===== src/rtl/gpu_sm_copyvc_mem.sv =====
// VRAM->CPU copy engine: reads 16-pixel VRAM lines over DDR and packs pixel
// pairs into 32-bit words for the GPUREAD FIFO.
module gpu_sm_copyvc_mem #(
  parameter logic [15:0] PAD_PIXEL = 16'h0000
) (
  input  logic         i_clk,
  input  logic         i_rst,
  input  logic         i_activateCopyVC,
  input  logic [11:0]  RegX0,
  input  logic [11:0]  RegY0,
  input  logic [10:0]  RegSizeW,
  input  logic [9:0]   RegSizeH,
  output logic         o_active,
  output logic         o_CopyInactiveNextCycle,
  output logic         o_command,
  output logic         o_write,
  output logic [1:0]   o_commandSize,
  output logic [14:0]  o_adr,
  output logic [2:0]   o_subadr,
  input  logic         i_busy,
  input  logic         i_dataInValid,
  input  logic [255:0] i_dataIn,
  output logic         o_wordValid,
  output logic [31:0]  o_wordData,
  input  logic         i_fifoFull
);

  typedef enum logic [2:0] {
    S_IDLE  = 3'd0,
    S_REQ   = 3'd1,
    S_WAIT  = 3'd2,
    S_EMIT  = 3'd3,
    S_FLUSH = 3'd4,
    S_DONE  = 3'd5
  } state_t;

  state_t         state_q, state_d;
  logic [9:0]     x0_q, x0_d;
  logic [10:0]    w_q, w_d;
  logic [9:0]     h_q, h_d;
  logic [9:0]     x_q, x_d;
  logic [8:0]     y_q, y_d;
  logic [10:0]    col_q, col_d;
  logic [9:0]     row_q, row_d;
  logic           odd_q, odd_d;
  logic [15:0]    held_q, held_d;
  logic [255:0]   line_q, line_d;

  logic           cmd_q;
  logic [1:0]     size_q;
  logic [14:0]    adr_q;
  logic           active_q;
  logic           inact_q;
  logic           wvalid_q;
  logic [31:0]    wdata_q;

  logic           emit_s;
  logic [31:0]    word_s;
  logic [15:0]    pixel_s;
  logic [9:0]     x_inc_s;
  logic           row_end_s;
  logic           last_s;
  logic           unused_bits_s;

  assign unused_bits_s = ^{RegX0[11:10], RegY0[11:9]};

  assign pixel_s   = line_q[{x_q[3:0], 4'd0} +: 16];
  assign x_inc_s   = x_q + 10'd1;
  assign row_end_s = ((col_q + 11'd1) == w_q);
  assign last_s    = row_end_s && ((row_q + 10'd1) == h_q);

  always_comb begin
    state_d = state_q;
    x0_d    = x0_q;
    w_d     = w_q;
    h_d     = h_q;
    x_d     = x_q;
    y_d     = y_q;
    col_d   = col_q;
    row_d   = row_q;
    odd_d   = odd_q;
    held_d  = held_q;
    line_d  = line_q;
    emit_s  = 1'b0;
    word_s  = 32'h0000_0000;
    case (state_q)
      S_IDLE: begin
        if (i_activateCopyVC) begin
          x0_d    = RegX0[9:0];
          w_d     = RegSizeW;
          h_d     = RegSizeH;
          x_d     = RegX0[9:0];
          y_d     = RegY0[8:0];
          col_d   = 11'd0;
          row_d   = 10'd0;
          odd_d   = 1'b0;
          state_d = S_REQ;
        end else begin
          state_d = S_IDLE;
        end
      end
      S_REQ: begin
        if (!i_busy) begin
          state_d = S_WAIT;
        end else begin
          state_d = S_REQ;
        end
      end
      S_WAIT: begin
        if (i_dataInValid) begin
          line_d  = i_dataIn;
          state_d = S_EMIT;
        end else begin
          state_d = S_WAIT;
        end
      end
      S_EMIT: begin
        // An odd pixel completes a word, so it must wait for FIFO room.
        if (odd_q && i_fifoFull) begin
          state_d = S_EMIT;
        end else begin
          if (odd_q) begin
            emit_s = 1'b1;
            word_s = {pixel_s, held_q};
          end else begin
            held_d = pixel_s;
          end
          odd_d = ~odd_q;
          if (last_s) begin
            state_d = odd_q ? S_DONE : S_FLUSH;
          end else if (row_end_s) begin
            col_d   = 11'd0;
            row_d   = row_q + 10'd1;
            x_d     = x0_q;
            y_d     = y_q + 9'd1;
            state_d = S_REQ;
          end else begin
            col_d   = col_q + 11'd1;
            x_d     = x_inc_s;
            state_d = (x_inc_s[3:0] == 4'd0) ? S_REQ : S_EMIT;
          end
        end
      end
      S_FLUSH: begin
        if (!i_fifoFull) begin
          emit_s  = 1'b1;
          word_s  = {PAD_PIXEL, held_q};
          state_d = S_DONE;
        end else begin
          state_d = S_FLUSH;
        end
      end
      S_DONE: begin
        state_d = S_IDLE;
      end
      default: begin
        state_d = S_IDLE;
      end
    endcase
  end

  // Outputs are registered from next-state so they line up with the state register.
  always_ff @(posedge i_clk) begin
    if (i_rst) begin
      state_q  <= S_IDLE;
      x0_q     <= 10'd0;
      w_q      <= 11'd0;
      h_q      <= 10'd0;
      x_q      <= 10'd0;
      y_q      <= 9'd0;
      col_q    <= 11'd0;
      row_q    <= 10'd0;
      odd_q    <= 1'b0;
      held_q   <= 16'h0000;
      line_q   <= 256'd0;
      cmd_q    <= 1'b0;
      size_q   <= 2'd0;
      adr_q    <= 15'd0;
      active_q <= 1'b0;
      inact_q  <= 1'b0;
      wvalid_q <= 1'b0;
      wdata_q  <= 32'h0000_0000;
    end else begin
      state_q  <= state_d;
      x0_q     <= x0_d;
      w_q      <= w_d;
      h_q      <= h_d;
      x_q      <= x_d;
      y_q      <= y_d;
      col_q    <= col_d;
      row_q    <= row_d;
      odd_q    <= odd_d;
      held_q   <= held_d;
      line_q   <= line_d;
      cmd_q    <= (state_d == S_REQ);
      size_q   <= (state_d == S_REQ) ? 2'd1 : 2'd0;
      adr_q    <= {y_d, x_d[9:4]};
      active_q <= (state_d != S_IDLE);
      inact_q  <= (state_d == S_DONE);
      wvalid_q <= emit_s;
      wdata_q  <= emit_s ? word_s : wdata_q;
    end
  end

  assign o_command               = cmd_q;
  assign o_write                 = 1'b0;
  assign o_commandSize           = size_q;
  assign o_adr                   = adr_q;
  assign o_subadr                = 3'd0;
  assign o_active                = active_q;
  assign o_CopyInactiveNextCycle = inact_q;
  assign o_wordValid             = wvalid_q;
  assign o_wordData              = wdata_q;

endmodule

===== config.mk =====
export PLATFORM = sky130hd
export DESIGN_NAME = gpu_sm_copyvc_mem
export DESIGN_NICKNAME = d
export VERILOG_FILES = /design/src/rtl/gpu_sm_copyvc_mem.sv
export SDC_FILE = /design/constraint.sdc
export NUM_CORES = 1
export LEC_CHECK = 0
export BUFFER_PORTS_ARGS = -buffer_cell sky130_fd_sc_hd__clkbuf_2
export CAP_MARGIN = 40
export CORE_MARGIN = 10
export CORE_UTILIZATION = 54
export CTS_BUF_LIST = sky130_fd_sc_hd__clkbuf_16
export CTS_CLUSTER_SIZE = 24
export DETAILED_ROUTE_END_ITERATION = 10
export PLACE_DENSITY = 0.82
export SLEW_MARGIN = 15
export SYNTH_ARGS = -nofsm -noshare
export SYNTH_HDL_FRONTEND = slang
export SYNTH_SLANG_ARGS = --single-unit

===== constraint.sdc =====
create_clock -name i_clk -period 3.8 [get_ports i_clk]
set_input_delay 0.57 -clock i_clk [delete_from_list [all_inputs] [get_ports i_clk]]
set_output_delay 0.57 -clock i_clk [all_outputs]
set_load 0.005 [all_outputs]

# Word level (Yosys, flattened, before mapping)
# Index checks and enable logic that the tools add are counted.
# classes
n_addsub	4
eq_ne	12
shift	1
muxes	42
bitwise_logic	2
reduce_logical	12
# op_table
op	n
variable part select 256 x 9 -> 16 bit	1
2-to-1 mux 10 bit	8
2-to-1 mux 32 bit	2
one-hot mux 32 bit (2 select lines)	1
2-to-1 mux 11 bit	4
one-hot mux 10 bit (2 select lines)	2
2-to-1 mux 9 bit	4
one-hot mux 11 bit (2 select lines)	1
adder 10 x 1 -> 10 bit (second input constant)	2
one-hot mux 9 bit (2 select lines)	1
2-to-1 mux 16 bit	1
one-hot mux 3 bit (5 select lines)	1
adder 11 x 1 -> 11 bit (second input constant)	1
equality test 11 bit	1
equality test 10 bit	1
2-to-1 mux 1 bit	10
adder 9 x 1 -> 9 bit (second input constant)	1
inequality test 2 bit (second input constant)	4
equality test 3 x 1 -> 1 bit (second input constant)	2
equality test 3 x 2 -> 1 bit (second input constant)	2
equality test 3 bit (second input constant)	2
2-to-1 mux 2 bit	3
2-to-1 mux 3 bit	2
AND reduction 3 bit	2
10 further kinds	14
# totals
register_bits	400
inputBits	307
wordCells	92

# Logic depth before layout (Yosys ltp)
# Gate-level depths: netlist (run 1).
# depth
depth_word	9
ltp_mapped	12

# Worst setup path before layout (run 1)
# OpenSTA, ideal clock, no wires.
# synth_timing
path_type	register to register
startpoint	register row_q[0]
endpoint	register row_q[0]
setup_ns	0.128
arrival_time_ns	2.931
required_ns	3.672
setup_slack_ns	0.741
path_stages_with_launch	12
n_path_buf	2
synth_period_minus_slack_ns	3.059
cell_sequence	dfxtp_1 > ha_1 > nand3_1 > or3_1 > xnor2_1 > mux2_2 > nor4_1 > a21o_1 > clkbuf_1 > a211o_1 > clkbuf_1 > o21ai_0
# synth_via
elab_chain_len	5
# synth_rtl
item	line	text
start, declared	44	logic [9:0] row_q, row_d;
start signal, assigned	191	row_q <= row_d;
adder 10 x 1 -> 10 bit *	70, 133	
equality test 10 bit or 2-to-1 mux 10 bit (tied branches)	70, 131	
logical AND 1 bit or 2-to-1 mux 10 bit (tied branches)	70, 129	
inequality test 2 bit (no source line) or 2-to-1 mux 10 bit (tied branches)	-	
AND reduction 5 bit (no source line) or one-hot mux 10 bit (2 select lines) (tied branches)	-	
# Every way passes the cells marked *; elsewhere a longest branch is shown, timed or not. The select of a mux whose other input is x is not followed.
# A chain may end at the register's enable or synchronous reset.

# Worst setup path after layout (run 1)
# layout_timing
startpoint	register row_q[0]
endpoint	register col_q[4]
# layout_via
elab_chain_len	5
# layout_rtl
item	line	text
adder 10 x 1 -> 10 bit	70	assign last_s = row_end_s && ((row_q + 10'd1) == h_q);
equality test 10 bit	70	
logical AND 1 bit	70	
inequality test 2 bit (no source line)	-	
AND reduction 4 bit (no source line)	-	
end signal, assigned	190	col_q <= col_d;
end, declared	43	logic [10:0] col_q, col_d;
# No other way between the ends.

==> results of run 1 <==
registers in the layout, summed over array words and instances (netlist names), named ones only:
name                     flops
o_CopyInactiveNextCycle      1
x0_q                        10
held_q                      16
row_q                       10
o_wordValid                  1
line_q                     256
x_q                          4
col_q                       11
o_active                     1
odd_q                        1
o_wordData                  32
o_command                    1
w_q                         11
state_q                      3
h_q                         10
routing by layer:
metal / share of wire / global-route usage / vias to the layer above
met5: 0 / 0 / -
met4: 0.041 / 0.113 / 0
met3: 0.081 / 0.0504 / 123
met2: 0.48 / 0.445 / 725
met1: 0.40 / 0.338 / 7227
li1: - / - / 7242
where the power goes:
group / internal (mW) / switching, mW / leakage, nW / total (mW)
clock network: 2.65 / 1.64 / 0.713 / 4.29
registers: 4.17 / 0.145 / 3.10 / 4.31
logic: 0.451 / 0.611 / 3.64 / 1.06
total: 7.27 / 2.39 / 7.45 / 9.66
placed cells by master (no fill, tap or decap), types with 4 or more instances in the layout:
cell and instances:
a211o_1 4, a21o_1 6, a21oi_1 352, a22oi_1 21, a311oi_1 9, a31oi_1 11, and3_1 6, buf_12 7
buf_4 28, bufinv_16 10, clkbuf_16 41, clkbuf_2 352, clkinv_1 9, conb_1 5, dfxtp_1 381, ha_1 4
inv_1 12, mux4_2 80, nand2_1 677, nand2b_1 4, nand3_1 25, nand4_1 5, nor2_1 46, nor3_1 16
o211ai_1 10, o21ai_0 12, o31a_1 4, o31ai_1 9, or3_1 12, or4_1 5, xnor2_1 17, xor2_1 13
how the worst max path moves through the flow:
stage                            end  slack (ns)  cells after the start
3_5_place_dp   col_q[4]$_SDFFE_PP0P_        0.17                     10
6_report       col_q[4]$_SDFFE_PP0P_        0.26                     10
3_3_place_gp   col_q[9]$_SDFFE_PP0P_        0.27                     10
5_1_grt        col_q[4]$_SDFFE_PP0P_        0.02                     10
2_1_floorplan  row_q[0]$_SDFFE_PP0P_        0.74                     11
4_1_cts        col_q[4]$_SDFFE_PP0P_        0.11                     10
layout make-up:
cell class,count,area share
sequential,383,0.386
clock inverter,33,0.0210
tap,390,0.0245
inverter,7,0.00132
clock buffer,41,0.0516
multi-input combinational,1405,0.408
timing repair buffer,389,0.108
stage by stage:
step	total power [mW]	instance area (µm²)	hold WS, ns
CTS	9.69	19900	0.240
finish	9.66	19900	0.251
global placement	5.41	18400	0.438
detailed placement	5.44	18500	0.444
global route	9.97	19900	0.247
floorplan	5.02	16500	0.432
cells in the mapped netlist, types with 3 or more instances:
| cell | n | share of area |
|---|---|---|
| nand2_1 | 678 | 0.15 |
| dfxtp_1 | 383 | 0.47 |
| a21oi_1 | 352 | 0.11 |
| clkbuf_1 | 141 | 0.032 |
| mux4_2 | 80 | 0.11 |
| nor2_1 | 46 | 0.010 |
| nand3_1 | 25 | 0.0076 |
| a22oi_1 | 21 | 0.0096 |
| xnor2_1 | 17 | 0.0090 |
| nor3_1 | 16 | 0.0049 |
| xor2_1 | 13 | 0.0069 |
| buf_4 | 12 | 0.0055 |
| o21ai_0 | 12 | 0.0037 |
| or3_1 | 12 | 0.0046 |
| a31oi_1 | 11 | 0.0042 |
| o211ai_1 | 10 | 0.0046 |
| a311oi_1 | 9 | 0.0048 |
| o31ai_1 | 9 | 0.0041 |
| buf_1 | 8 | 0.0018 |
| a21o_1 | 7 | 0.0032 |
| inv_1 | 7 | 0.0016 |
| and3_1 | 6 | 0.0023 |
| nand4_1 | 5 | 0.0019 |
| or4_1 | 5 | 0.0023 |
| a211o_1 | 4 | 0.0021 |
| and2_1 | 4 | 0.0015 |
| ha_1 | 4 | 0.0030 |
| nand2b_1 | 4 | 0.0015 |
| o31a_1 | 4 | 0.0021 |
| nor4_1 | 3 | 0.0011 |
| o311a_1 | 3 | 0.0018 |
| o311ai_0 | 3 | 0.0016 |
logic make-up (layout without fill, tap and decap cells):
| kind of cell | after synthesis | in the layout |
|---|---|---|
| buffers and inverters | 171 | 470 |
| AND/OR/NAND/NOR | 822 | 822 |
| XOR/XNOR | 31 | 31 |
| AO/OA/AOI/OAI | 461 | 461 |
| adder cells (fa/ha/maj) | 4 | 4 |
| multiplexers | 82 | 82 |
| flip-flops | 383 | 383 |
| other | 1 | 5 |
critical path, delay by kind of cell, from the launching register on:
kind	cells	cell delay [ns]
AOI/OAI and AO/OA	2	0.67
xor gates and xnor gates	1	0.18
adders and majority gates	1	0.28
buffers and inverters	1	0.24
DFF	1	0.42
muxes	1	0.36
and+or+nand+nor	4	1.27
==> flow_summary.json, run 1 <==
{
  "status": "complete, no violations",
  "min_from": "i_dataIn[219]",
  "setup_ws_ns": 0.265,
  "grt_pass1_wl_um": 82800,
  "worstSetupPathType": "reg2reg",
  "clockRootBuffer": "clkbuf_16",
  "diodes": 0,
  "finalNonFillerCells": 2648,
  "syn_avg_cell_area_um2": 8.42,
  "clock_path_buffers": 3,
  "antenna_found_initial": 0,
  "synth_compound_area_frac": 0.157,
  "grt_usage": 0.269,
  "synth_cells": 1955,
  "place_hpwl_um": 38900,
  "multiInputGateArea_um2": 8120,
  "synth_ff_type": "dfxtp_1",
  "crit_path_cell_trace": "ha_1, nand3_1, or3_1, xnor2_1, mux2_2, nor4_1, buf_4, a21o_2, nand2_1, a311oi_1",
  "viasPerCell": 5.78,
  "place_ws_ns": 0.170,
  "cts_resized": 0,
  "yosys_register_bits": 383,
  "yosysWarningCount": 0,
  "gp_congestion": 0.911,
  "final.setup.tns_ns": 0,
  "io_buffers": 353,
  "cp-startpoint": "row_q[0]$_SDFFE_PP0P_",
  "pin_count": 364,
  "fmax_ghz": 0.283,
  "period_share": 0.930,
  "die_y_um": 195,
  "antenna_left": 0,
  "clock-sinks": 383,
  "min_delay_worst_endpoint": "line_q[219]$_SDFFE_PP0P_",
  "cap_violations": 0,
  "cts_tree": "built",
  "synthXorXnorAreaFrac": 0.0170,
  "yosysSeqAreaShare": 0.466,
  "dp.cells": 2574,
  "hold_depth": 3,
  "slew_headroom": 0.424,
  "hold_viol": 0,
  "cts_buffers": 41,
  "final_util": 0.666,
  "syn_area_um2": 16500,
  "wl_per_cell_um": 20.3,
  "layout.nets": 2538,
  "hold_class": "in2reg",
  "synthArstFlopShare": 0,
  "critPathSlowestCell": "or3_1",
  "hold_buffers": 0,
  "detailedRoute.firstPassIterationCount": 5,
  "synthMuxAreaShare": 0.111,
  "drt_iter0_drc": 1821,
  "drc_errors": 0,
  "grt_pass1_vias": 15039,
  "n_fill_cell": 2466,
  "synth_top_family_by_area": "simple AND/OR/NAND/NOR gates",
  "setup_viol": 0,
  "post-cts-setup-buffer-count": 0,
  "worst_ep_arrival_time_ns": 3.96,
  "skew_ns": 0.0161,
  "synth_fa_ha_area_frac": 0.00304,
  "finalCriticalPeriod_ns": 3.54,
  "initial_core_util": 0.551,
  "yosys.area_share.simple": 0.204,
  "grt_max_degree": 178,
  "r2r-end": "col_q[4]$_SDFFE_PP0P_",
  "synth_edf_count": 0,
  "reg2reg_depth": 10,
  "ctsHtreeMaxLevel": 2,
  "syn_to_final_growth_pct": 20.9,
  "finalMaxSlewViolations": 0,
  "vdd_drop_max_uv": 332,
  "regArea_um2": 7670,
  "drive_gt1_frac": 0.241,
  "worstMarginPinSlew_ns": 0.861,
  "r2r_slack_ns": 0.26,
  "clkTransAtPathRegs_ns": 0.07,
  "worstReg2RegStart": "row_q[0]$_SDFFE_PP0P_",
  "rows": 63,
  "fp.coreArea_um2": 29900,
  "p_per_area_nw_per_um2": 486,
  "die_x_um": 195,
  "max_stage_delay_ns": 0.46,
  "vias": 15317,
  "drt_wl_total_um": 53600,
  "grt-ovfl-total": 0,
  "p_leak_nw": 7.45,
  "crit_fanout": 12,
  "crit_required_ns": 4.23,
  "crit_path_start_kind": "flop",
  "clk-insertion-delay-late_ns": 0.54,
  "rsz0062_at_grt": "false",
  "dieArea_um2": 37900,
  "endpoint_kind": "flop",
  "synth.distinct_cells": 66
}
(Power assumes the default switching activity.)
==> run 2: changes to the inputs <==
--- a/config.mk
+++ b/config.mk
@@ -12,7 +12,7 @@
 export CTS_BUF_LIST = sky130_fd_sc_hd__clkbuf_16
 export CTS_CLUSTER_SIZE = 24
 export DETAILED_ROUTE_END_ITERATION = 10
-export PLACE_DENSITY = 0.82
+export PLACE_DENSITY = 0.8
 export SLEW_MARGIN = 15
 export SYNTH_ARGS = -nofsm -noshare
 export SYNTH_HDL_FRONTEND = slang
==> run 2 against run 1 <==
  * Setup slack gained 0.014 ns
  * Sequential power about the same
  * Combinational power is essentially flat
  * Flip-flop and latch count is the same
  * Final cell count decreased by 0.23%
  * Final area fell by 0.89%
  * Largest power group unchanged
==> flow_summary.json, run 2 (synthesis gave the netlist of run 1 again) <==
{
  "finalCriticalPeriod_ns": 3.52,
  "setup_viol": 0,
  "largest_register_ffs": 256,
  "worstReg2RegStart": "row_q[0]$_SDFFE_PP0P_",
  "drt_wl_total_um": 52200,
  "drt_iter0_drc": 1541,
  "grt-ovfl-total": 0,
  "cts_resized": 0,
  "clockRootBuffer": "clkbuf_16",
  "post-cts-setup-buffer-count": 0,
  "place_hpwl_um": 38700,
  "cts_buffers": 41,
  "status": "complete, no violations",
  "layout.nets": 2535,
  "p_leak_nw": 7.37,
  "power_frac_comb": 0.114,
  "fmax_ghz": 0.284,
  "r2r-end": "col_q[2]$_SDFFE_PP0P_",
  "p_per_area_nw_per_um2": 468,
  "vias": 15278,
  "period_share": 0.927,
  "grt_pass1_vias": 14833,
  "dieArea_um2": 37900,
  "rows": 63,
  "cap_violations": 0,
  "slew_headroom": 0.428,
  "final_common_cell": "nand2_1",
  "fp.coreArea_um2": 29900,
  "wl_per_cell_um": 19.7,
  "final.setup.tns_ns": 0,
  "worstSetupPathType": "reg2reg",
  "min_from": "i_dataIn[252]",
  "die_x_um": 195,
  "endpoint_kind": "flop",
  "top_register": "line_q",
  "clock_path_buffers": 3,
  "io_buffers": 353,
  "finalMaxSlewViolations": 0,
  "drc_errors": 0,
  "cts_tree": "built",
  "clkTransAtPathRegs_ns": 0.06,
  "power_frac_seq": 0.467,
  "hold_viol": 0,
  "viasPerCell": 5.78,
  "drive_gt1_frac": 0.238,
  "gp_congestion": 0.932,
  "detailedRoute.firstPassIterationCount": 5,
  "die_y_um": 195,
  "ctsHtreeMaxLevel": 2,
  "hold_buffers": 0,
  "skew_ns": 0.0176,
  "clock-sinks": 383,
  "antenna_found_initial": 2,
  "worst_ep_arrival_time_ns": 3.94,
  "mostFrequentLayoutCells": "nand2_1 (677), dfxtp_1 (381), a21oi_1 (352), clkbuf_2 (352), mux4_2 (80)",
  "worstMarginPinSlew_ns": 0.852,
  "grt_max_degree": 147,
  "reg2reg_depth": 9,
  "vdd_drop_max_uv": 352,
  "finalPower_mw": 9.23,
  "power_switching_mw": 2.33,
  "antenna_left": 0,
  "clk-insertion-delay-late_ns": 0.53,
  "r2r_slack_ns": 0.28,
  "internal-power_mw": 6.90,
  "p_clk_frac": 0.419,
  "grt_usage": 0.260,
  "rsz0062_at_grt": "false",
  "switching_share": 0.253,
  "syn_to_final_growth_pct": 19.8,
  "crit_path_start_kind": "flop",
  "initial_core_util": 0.551,
  "grt_pass1_wl_um": 80600,
  "crit_fanout": 9,
  "crit_required_ns": 4.22,
  "hold_class": "in2reg",
  "pin_count": 364,
  "hold_depth": 3,
  "min_delay_worst_endpoint": "line_q[252]$_SDFFE_PP0P_"
}
[run 2: cell count changes in the layout (fill, tap and decap cells not counted), sizes merged]
cell and change:
buf -3, clkinvlp -2, diode +2, clkinv +3, clkbuf +3, inv -2
bufinv -7
[run 2: how the worst max path moves through the flow]
stage / startpoint / endpoint / slack [ns] / cells past startpoint
after global placement: row_q[0]$_SDFFE_PP0P_ / col_q[4]$_SDFFE_PP0P_ / 0.44 / 9
after detailed placement: row_q[0]$_SDFFE_PP0P_ / col_q[3]$_SDFFE_PP0P_ / 0.35 / 9
after floorplan: row_q[0]$_SDFFE_PP0P_ / row_q[0]$_SDFFE_PP0P_ / 0.74 / 11
final: row_q[0]$_SDFFE_PP0P_ / col_q[2]$_SDFFE_PP0P_ / 0.28 / 9
after global routing: row_q[0]$_SDFFE_PP0P_ / col_q[2]$_SDFFE_PP0P_ / 0.08 / 9
after CTS: row_q[0]$_SDFFE_PP0P_ / col_q[3]$_SDFFE_PP0P_ / 0.33 / 9
[run 2: routing by layer]
layer	vias to the layer above	track usage	part of all wire
met3	109	0.0515	0.081
met4	0	0.0965	0.037
met2	721	0.441	0.49
li1	7250	-	-
met1	7198	0.322	0.40
met5	-	0	0
[run 2: power groups by stage]
stage                     Sequential (mW)  Clock, mW  Combinational (mW)
after floorplan                      4.33          0               0.691
after global placement               4.38          0                1.03
after detailed placement             4.39          0                1.04
after CTS                            4.31       3.93                1.05
after global routing                 4.32       4.07                1.15
final                                4.31       3.87                1.05
[run 2: metrics by stage]
step           area (µm²)  hold slack [ns]  instances  utilization  worst slack (ns)
2_1_floorplan       16500            0.432       1959            -             0.741
6_report            19700            0.253       2642        0.660             0.279
3_3_place_gp        18400            0.436       2568        0.615             0.437
4_1_cts             19700            0.240       2640        0.660             0.326
3_5_place_dp        18400            0.444       2571        0.616             0.351
5_1_grt             19700            0.247       2641        0.660            0.0796
[run 2: area by class of cell]
class                   count  area, µm²
clock inverters            25        196
diodes                      2       5.00
fillers                  2483      10200
repair buffers            386       2110
multi-input cells        1405       8120
clock buffers              44       1100
flip-flops and latches    383       7670
well taps                 390        488
inverters                   7       26.3
[run 2: worst max-delay path, stage by stage, from the launching register on]
cell	delay (ns)
dfxtp_1	0.40
ha_1	0.27
nand3_1	0.20
or3_1	0.45
xnor2_1	0.17
mux2_2	0.35
nor4_1	0.45
a21o_1	0.44
nand2_1	0.31
a311oi_1	0.35
